<file path="src/rtl/key_loader_obf.sv">
// Key loader for the obfuscated calculate blocks: fetches the locking key from the key store
// one word at a time, checks its XOR signature, and releases the key only on a signature match.
module key_loader_obf #(
    parameter int KEY_WIDTH  = 255,
    parameter int WORD_WIDTH = 32,
    parameter int NUM_WORDS  = 8,
    parameter int TIMEOUT    = 255
) (
    input  logic                          ap_clk,
    input  logic                          ap_rst,
    input  logic                          ap_start,
    output logic                          ap_done,
    output logic                          ap_idle,
    output logic                          ap_ready,
    output logic                          key_rd_en,
    output logic [$clog2(NUM_WORDS)-1:0]  key_rd_addr,
    input  logic [WORD_WIDTH-1:0]         key_rd_data,
    input  logic                          key_rd_valid,
    input  logic [WORD_WIDTH-1:0]         expected_sig,
    output logic [KEY_WIDTH-1:0]          locking_key,
    output logic                          key_valid,
    output logic                          key_error
);

    localparam int IDX_W = $clog2(NUM_WORDS);
    localparam int CNT_W = $clog2(TIMEOUT + 1);
    localparam logic [IDX_W-1:0] LAST_IDX = IDX_W'(NUM_WORDS - 1);
    // Bits of the last word that fall beyond KEY_WIDTH take no part in the key or the signature.
    localparam logic [WORD_WIDTH-1:0] LAST_MASK =
        {WORD_WIDTH{1'b1}} >> (NUM_WORDS * WORD_WIDTH - KEY_WIDTH);

    typedef enum logic [2:0] {
        S_IDLE  = 3'd0,
        S_REQ   = 3'd1,
        S_WAIT  = 3'd2,
        S_CHECK = 3'd3,
        S_DONE  = 3'd4
    } state_t;

    state_t                  state_q, state_d;
    logic [IDX_W-1:0]        idx_q, idx_d;
    logic [CNT_W-1:0]        cnt_q, cnt_d;
    logic [WORD_WIDTH-1:0]   acc_q, acc_d;
    logic [KEY_WIDTH-1:0]    kbuf_q, kbuf_d;
    logic [KEY_WIDTH-1:0]    lk_q, lk_d;
    logic                    kv_q, kv_d;
    logic                    ke_q, ke_d;
    logic                    idle_q, idle_d;
    logic                    done_q, done_d;
    logic                    rd_en_q, rd_en_d;
    logic [IDX_W-1:0]        rd_addr_q, rd_addr_d;
    logic [WORD_WIDTH-1:0]   word_masked_s;

    // Next-state, datapath and registered-output decode.
    always_comb begin
        state_d = state_q;
        idx_d   = idx_q;
        cnt_d   = cnt_q;
        acc_d   = acc_q;
        kbuf_d  = kbuf_q;
        lk_d    = lk_q;
        kv_d    = kv_q;
        ke_d    = ke_q;
        if (idx_q == LAST_IDX) begin
            word_masked_s = key_rd_data & LAST_MASK;
        end else begin
            word_masked_s = key_rd_data;
        end

        case (state_q)
            S_IDLE: begin
                if (ap_start) begin
                    state_d = S_REQ;
                    idx_d   = '0;
                    acc_d   = '0;
                    kbuf_d  = '0;
                    lk_d    = '0;
                    kv_d    = 1'b0;
                    ke_d    = 1'b0;
                end else begin
                    state_d = S_IDLE;
                end
            end
            S_REQ: begin
                cnt_d   = '0;
                state_d = S_WAIT;
            end
            S_WAIT: begin
                if (key_rd_valid) begin
                    kbuf_d = kbuf_q | (KEY_WIDTH'(word_masked_s) << (int'(idx_q) * WORD_WIDTH));
                    acc_d  = acc_q ^ word_masked_s;
                    if (idx_q == LAST_IDX) begin
                        state_d = S_CHECK;
                    end else begin
                        idx_d   = idx_q + IDX_W'(1);
                        state_d = S_REQ;
                    end
                end else if (cnt_q == CNT_W'(TIMEOUT - 1)) begin
                    state_d = S_DONE;
                    ke_d    = 1'b1;
                    kv_d    = 1'b0;
                end else begin
                    cnt_d = cnt_q + CNT_W'(1);
                end
            end
            S_CHECK: begin
                if (acc_q == expected_sig) begin
                    lk_d = kbuf_q;
                    kv_d = 1'b1;
                end else begin
                    lk_d = '0;
                    ke_d = 1'b1;
                end
                state_d = S_DONE;
            end
            S_DONE: begin
                state_d = S_IDLE;
            end
            default: begin
                state_d = S_IDLE;
            end
        endcase

        idle_d    = (state_d == S_IDLE);
        done_d    = (state_d == S_DONE);
        rd_en_d   = (state_d == S_REQ);
        rd_addr_d = idx_d;
    end

    // State, datapath and output registers with synchronous reset.
    always_ff @(posedge ap_clk) begin
        if (ap_rst) begin
            state_q   <= S_IDLE;
            idx_q     <= '0;
            cnt_q     <= '0;
            acc_q     <= '0;
            kbuf_q    <= '0;
            lk_q      <= '0;
            kv_q      <= 1'b0;
            ke_q      <= 1'b0;
            idle_q    <= 1'b1;
            done_q    <= 1'b0;
            rd_en_q   <= 1'b0;
            rd_addr_q <= '0;
        end else begin
            state_q   <= state_d;
            idx_q     <= idx_d;
            cnt_q     <= cnt_d;
            acc_q     <= acc_d;
            kbuf_q    <= kbuf_d;
            lk_q      <= lk_d;
            kv_q      <= kv_d;
            ke_q      <= ke_d;
            idle_q    <= idle_d;
            done_q    <= done_d;
            rd_en_q   <= rd_en_d;
            rd_addr_q <= rd_addr_d;
        end
    end

    assign ap_done     = done_q;
    assign ap_ready    = done_q;
    assign ap_idle     = idle_q;
    assign key_rd_en   = rd_en_q;
    assign key_rd_addr = rd_addr_q;
    assign locking_key = lk_q;
    assign key_valid   = kv_q;
    assign key_error   = ke_q;

endmodule

</file>
<file path="config.mk">
export PLATFORM = sky130hd
export DESIGN_NAME = key_loader_obf
export DESIGN_NICKNAME = d
export VERILOG_FILES = /design/src/rtl/key_loader_obf.sv
export SDC_FILE = /design/constraint.sdc
export NUM_CORES = 1
export LEC_CHECK = 0
export CAP_MARGIN = 20
export CORE_MARGIN = 1.5
export CORE_UTILIZATION = 47
export CTS_CLUSTER_SIZE = 25
export DETAILED_ROUTE_END_ITERATION = 7
export PLACE_DENSITY = 0.87
export SLEW_MARGIN = 15
export SYNTH_ARGS = -nofsm -noshare
export SYNTH_HDL_FRONTEND = slang
export SYNTH_SLANG_ARGS = --single-unit
</file>
<file path="constraint.sdc">
create_clock -name ap_clk -period 1.9 [get_ports ap_clk]
set_input_delay 0.285 -clock ap_clk [delete_from_list [all_inputs] [get_ports ap_clk]]
set_output_delay 0.285 -clock ap_clk [all_outputs]
set_load 0.005 [all_outputs]
</file>
== Word-level counts from Yosys, hierarchy flattened ==
Index checks and enable logic that the tools add are counted.
Word-level totals
  word-level logic and storage cells: 74
  input port bits: 68
  output and inout bits: 264
  register bits: 561
Cells by class
  multiplexer cells: 30
  reduce and logical (&&, ||, !) cells: 12
  add/subtract/negate cells: 2
  eq/ne operators: 16
  bitwise gates (word level): 2
  shift-type cells: 1
Operators by type and width (number)
  one-hot mux 255 bit (2 select lines): 2
  two-way mux 255 bit: 3
  OR 255 bit: 1
  left shift 32 x 8 -> 255 bit: 1
  two-way mux 32 bit: 3
  one-hot mux 32 bit (2 select lines): 1
  == test 32 bit: 1
  bitwise XOR 32 bit: 1
  two-way mux 8 bit: 2
  != test 2 bit (second input constant): 8
  one-hot mux 8 bit (2 select lines): 1
  two-way mux 3 bit: 5
  one-hot mux 3 bit (4 select lines): 1
  AND reduction 5 bit: 2
  adder 8 x 1 -> 8 bit (second input constant): 1
  == test 8 bit (second input constant): 1
  two-way mux 1 bit: 8
  == test 3 x 1 -> 1 bit (second input constant): 2
  == test 3 x 2 -> 1 bit (second input constant): 2
  == test 3 bit (second input constant): 2
  logical NOT 3 bit: 2
  one-hot mux 1 bit (3 select lines): 2
  one-hot mux 3 bit (2 select lines): 1
  AND reduction 3 bit: 2
  other kinds (6): 8

== Depth between registers and ports, before layout ==
  depth after elaboration: 6
  depth in mapped cells: 8
  depth with buffers taken out: 7

== Worst setup path after synthesis ==
No wires, ideal clock.
  path type: reg2reg
  start: register, netlist name key_rd_addr[1]
  end: register idle_q, in the netlist ap_idle
  path slack: 53 ps
  data required time: 1784 ps
  data arrival time: 1730 ps
  cell stages (with the launch flop): 8
  library setup time: 116 ps
  clock period less this slack: 1847 ps
  cell sequence: dfxtp_1 -> ha_1 -> ha_1 -> inv_1 -> a211oi_1 -> o21ai_0 -> a21o_1 -> a31o_2
RTL lines
  to (signal assigned): line 154  | idle_q <= idle_d;
  to (decl): line 48  | logic idle_q, idle_d;

== Worst setup path after layout ==
  start: register acc_q[24]
  end: register lk_q[129], in the netlist locking_key[129]
On the way
  word-level cells in the longest chain between the ends: 3
RTL lines
  from (decl): line 43  | logic [WORD_WIDTH-1:0] acc_q, acc_d;
  from (signal assigned): line 136  | acc_q <= '0;
  from (signal assigned): line 149  | acc_q <= acc_d;
  == test 32 bit: line 107  | if (acc_q == expected_sig) begin
  two-way mux 255 bit: line 107
  one-hot mux 255 bit (2 select lines): line 70  | case (state_q)
  to (signal assigned): line 151  | lk_q <= lk_d;
  to (decl): line 45  | logic [KEY_WIDTH-1:0] lk_q, lk_d;
No other way between the ends.
A chain may end at the register's enable or synchronous reset.

==> metrics.md <==
| Metric | Value |
|---|---|
| CTS H-tree depth | 2 |
| R2R Path End | locking_key[129] |
| Seq/Total Area, Yosys | between 60 and 70% |
| Lkg Pwr | ~10 nW |
| Area Overhead vs Synth | 46.5% |
| Hold path endpoint | acc_q[7] |
| Hpwl dp | approximately 38000 µm |
| Synth warn | 0 |
| Highest-count cells in the layout ignoring fill and taps | dfxtp_1, clkdlybuf4s50_1, nor2_1 |
| Die area | a little under 0.04 mm² |
| Synth top area share | roughly 62% |
| Synth Area in Compound Gates | about 21% |
| Area of the multi-input gates | between 0.006 and 0.007 mm² |
| WS Path Type | flip-flop to flip-flop |
| Nets | 2222 |
| Final Non-Filler Cells | roughly 2700 |
| Via density | 5.83 |
| Initial DRC Count | 1214 |
| CTS tree | yes |
| Largest family of logic cells by synthesized area | compound AO/OA/AOI/OAI gates |
| Max-cap violation count | 0 |
| Setup violations, final | approximately 410 |
| Top post-synthesis cells by area | dfxtp_1, a22o_1, a21oi_1 |
| Core box area | roughly 0.038 mm² |
| Antenna violation net count after detailed routing | 0 |
| Synth Instances | roughly 1700 |
| PortBufs | around 330 |
| I/O Pins | 332 |
| Post-synthesis xor/xnor area fraction | under 10% |
| Crit path DAT | about 2.7 ns |
| Mapped Area | between 0.015 and 0.02 mm² |
| Post-Synth Simple-Gate Area | a little under a tenth |
| Post-synth cell types | 45 |
| Crit path max fanout | 8 |
| Root Driver | clkbuf_16 |
| DR vias | around 16000 |
| GRT Residual Overflow | 0 |
| Total wire length | between 60000 and 70000 µm |
| Cts-stage hold buffer count | 0 |
| Post-synth top flop | dfxtp_1 |
| Fmax | ~450 MHz |
| Num CTS Buffers | 54 |
| Initial antenna violation count | 4 |
| Worst Slack Setup Final | -0.322 ns |
| Hold violation total from the final report | 0 |
| GRT Total Usage | between 20% and 30% |
| Commonest non-fill, non-tap cell in the layout | dfxtp_1 |
| CTS max path bufs | 3 |
| Cell area after layout | roughly 0.026 mm² |
| Startpoint class of the critical path | flip-flop |
| Fraction of registers with async set/reset | 0% |
| Final period util | 117% |
| Reg2Reg Depth | 9 |
| CTS Sinks | ~560 |
| First-pass GRT wire length | between 80000 and 90000 µm |
| Post-synthesis mux area share | 0.0556% |
| Vias in the first global route | between 15000 and 20000 |
| Synth area leader | dfxtp_1 |
| Worst-Skew Late Latency | 0.59 ns |
| # DRC | 0 |
| Final Skew | approximately 0.017 ns |
| Mean Syn Cell Area | around 11 µm² |
| Reg2Reg Launch Point | acc_q[24] |
| Rel. slew slack | about 47% |
| Hold Path Stages | 4 |
| Post-synth EDFFs | 0 |
| Reg2reg setup slack | -0.32 ns |
| Pwr dens | around 930 mW/mm² |
| Syn_nets | roughly 1800 |
| Hold path start | key_rd_data[7] |
| Worst Path Required | roughly 2.4 ns |
| Fill cells | ~2500 |
| Register area | ~0.011 mm² |
| GPL Wtd Cong | 0.871 |
| Worst IR drop on VDD | roughly 810 µV |
| Period minus WS final | 2.22 ns |
| Die height | around 200 µm |
| Failing checks | negative setup slack |
| Total power | 24.4 mW |
| Yosys reg bits | between 500 and 600 |
| Initial Util | around 48% |
| Setup_tns | -73.16 ns |
| Clk pin slew, worst setup/hold paths | approximately 0.070 ns |
| Largest net degree at the start of global routing | 39 |
| Layout cells sized above 1 | 18.2% |
| Placed Cells | approximately 2600 |
| Hold Path Class | input pin to flip-flop |
| Worst Tran Pin Value | approximately 0.8 ns |
| Worst Setup End Kind | flip-flop |
| 1st-pass router iterations | 6 |
| RSZ-0062 raised after global routing | true |
| Drt wl/cell | 24.7 µm |
| Dpl cell area | about 0.023 mm² |
| Adder and majority cell fraction of the synthesized area | less than 1% |
| Die width | between 150 and 200 µm |
| Slew Viols, Final | 0 |
| Outcome | complete, but fails checks |
| # rows | 71 |
[metrics by stage]
stage	worst slack [ns]	hold WS (ns)	util [%]
after global routing	-0.376	0.419	70.0
after CTS	-0.385	0.342	66.2
after global placement	-0.958	0.446	60.8
after floorplan	0.0535	0.438	-
final	-0.322	0.374	70.0
after detailed placement	-0.935	0.452	60.8
[worst max path at each step]
| stage | from | endpoint | slack [ns] | cells after the start |
|---|---|---|---|---|
| after floorplan | key_rd_addr[1] | ap_idle | 0.05 | 7 |
| after global placement | expected_sig[8] | locking_key[189] | -0.96 | 8 |
| after detailed placement | expected_sig[8] | locking_key[99] | -0.94 | 8 |
| after CTS | acc_q[14] | locking_key[146] | -0.39 | 9 |
| after global routing | acc_q[0] | locking_key[44] | -0.38 | 8 |
| final | acc_q[24] | locking_key[129] | -0.32 | 9 |
[flip-flops by register name, summed over array words and instances (netlist names)]
name	count
acc_q	32
ap_done	1
ap_idle	1
cnt_q	8
kbuf_q	255
key_error	1
key_rd_addr	3
key_rd_en	1
key_valid	1
locking_key	255
state_q	3
[critical path: stages, from the launching register on]
cell and delay (ns):
dfxtp_2 0.36, xor2_4 0.22, nor4_4 0.25, buf_4 0.18
nand4_1 0.17, nor4_4 0.19, buf_6 0.20, clkbuf_16 0.23
clkbuf_16 0.18, a22o_1 0.15
[where the power goes]
part | total [mW] | switching [mW] | internal, mW | leakage [nW]
sequential | 11.9 | 0.0789 | 11.9 | 4.53
combinational | 1.65 | 0.969 | 0.684 | 4.67
clock | 10.9 | 4.61 | 6.24 | 0.878
[layout make-up]
cell class,count,area share (%)
clock buffer,73,5.85
multi-input combinational,991,24.9
antenna,3,0.0285
timing repair buffer,536,23.2
tap,511,2.42
inverter,6,0.0854
clock inverter,21,0.882
sequential,561,42.6
[cell usage after synthesis (all sizes together) (2+ instances only)]
cell and count:
nand4 6, inv 6, nor2 303, buf 61
a21o 2, nor4b 4, a21oi 262, nor4 12
nor3 2, o2111ai 3, dfxtp 561, ha 4
xor2 69, a22o 255, nor2b 2, clkbuf 94
nand2b 4, o21ai 6, and2 2, nand2 37
[timing repair]
item	in CTS	in global routing
gates resized for setup	22	142
pin swaps	5	146
cloned	6	29
hold endpoints to repair	0	0
setup buffers	3	15
setup endpoints to repair	452	514
[cell families after synthesis]
logic type	Yosys count
flops	561
compound gates	539
simple gates	378
buf+inv	161
xor+xnor	69
fa+ha+maj	4
mux	1
[metal layers]
metal / part of all wire, % / track usage (%) / vias to the layer above
met4: 6.3 / 15.8 / 4
met1: 36 / 33.1 / 7623
li1: - / - / 6863
met2: 48 / 49.3 / 971
met5: 0.040 / 0 / -
met3: 9.7 / 6.82 / 285
(Power assumes the default switching activity.)
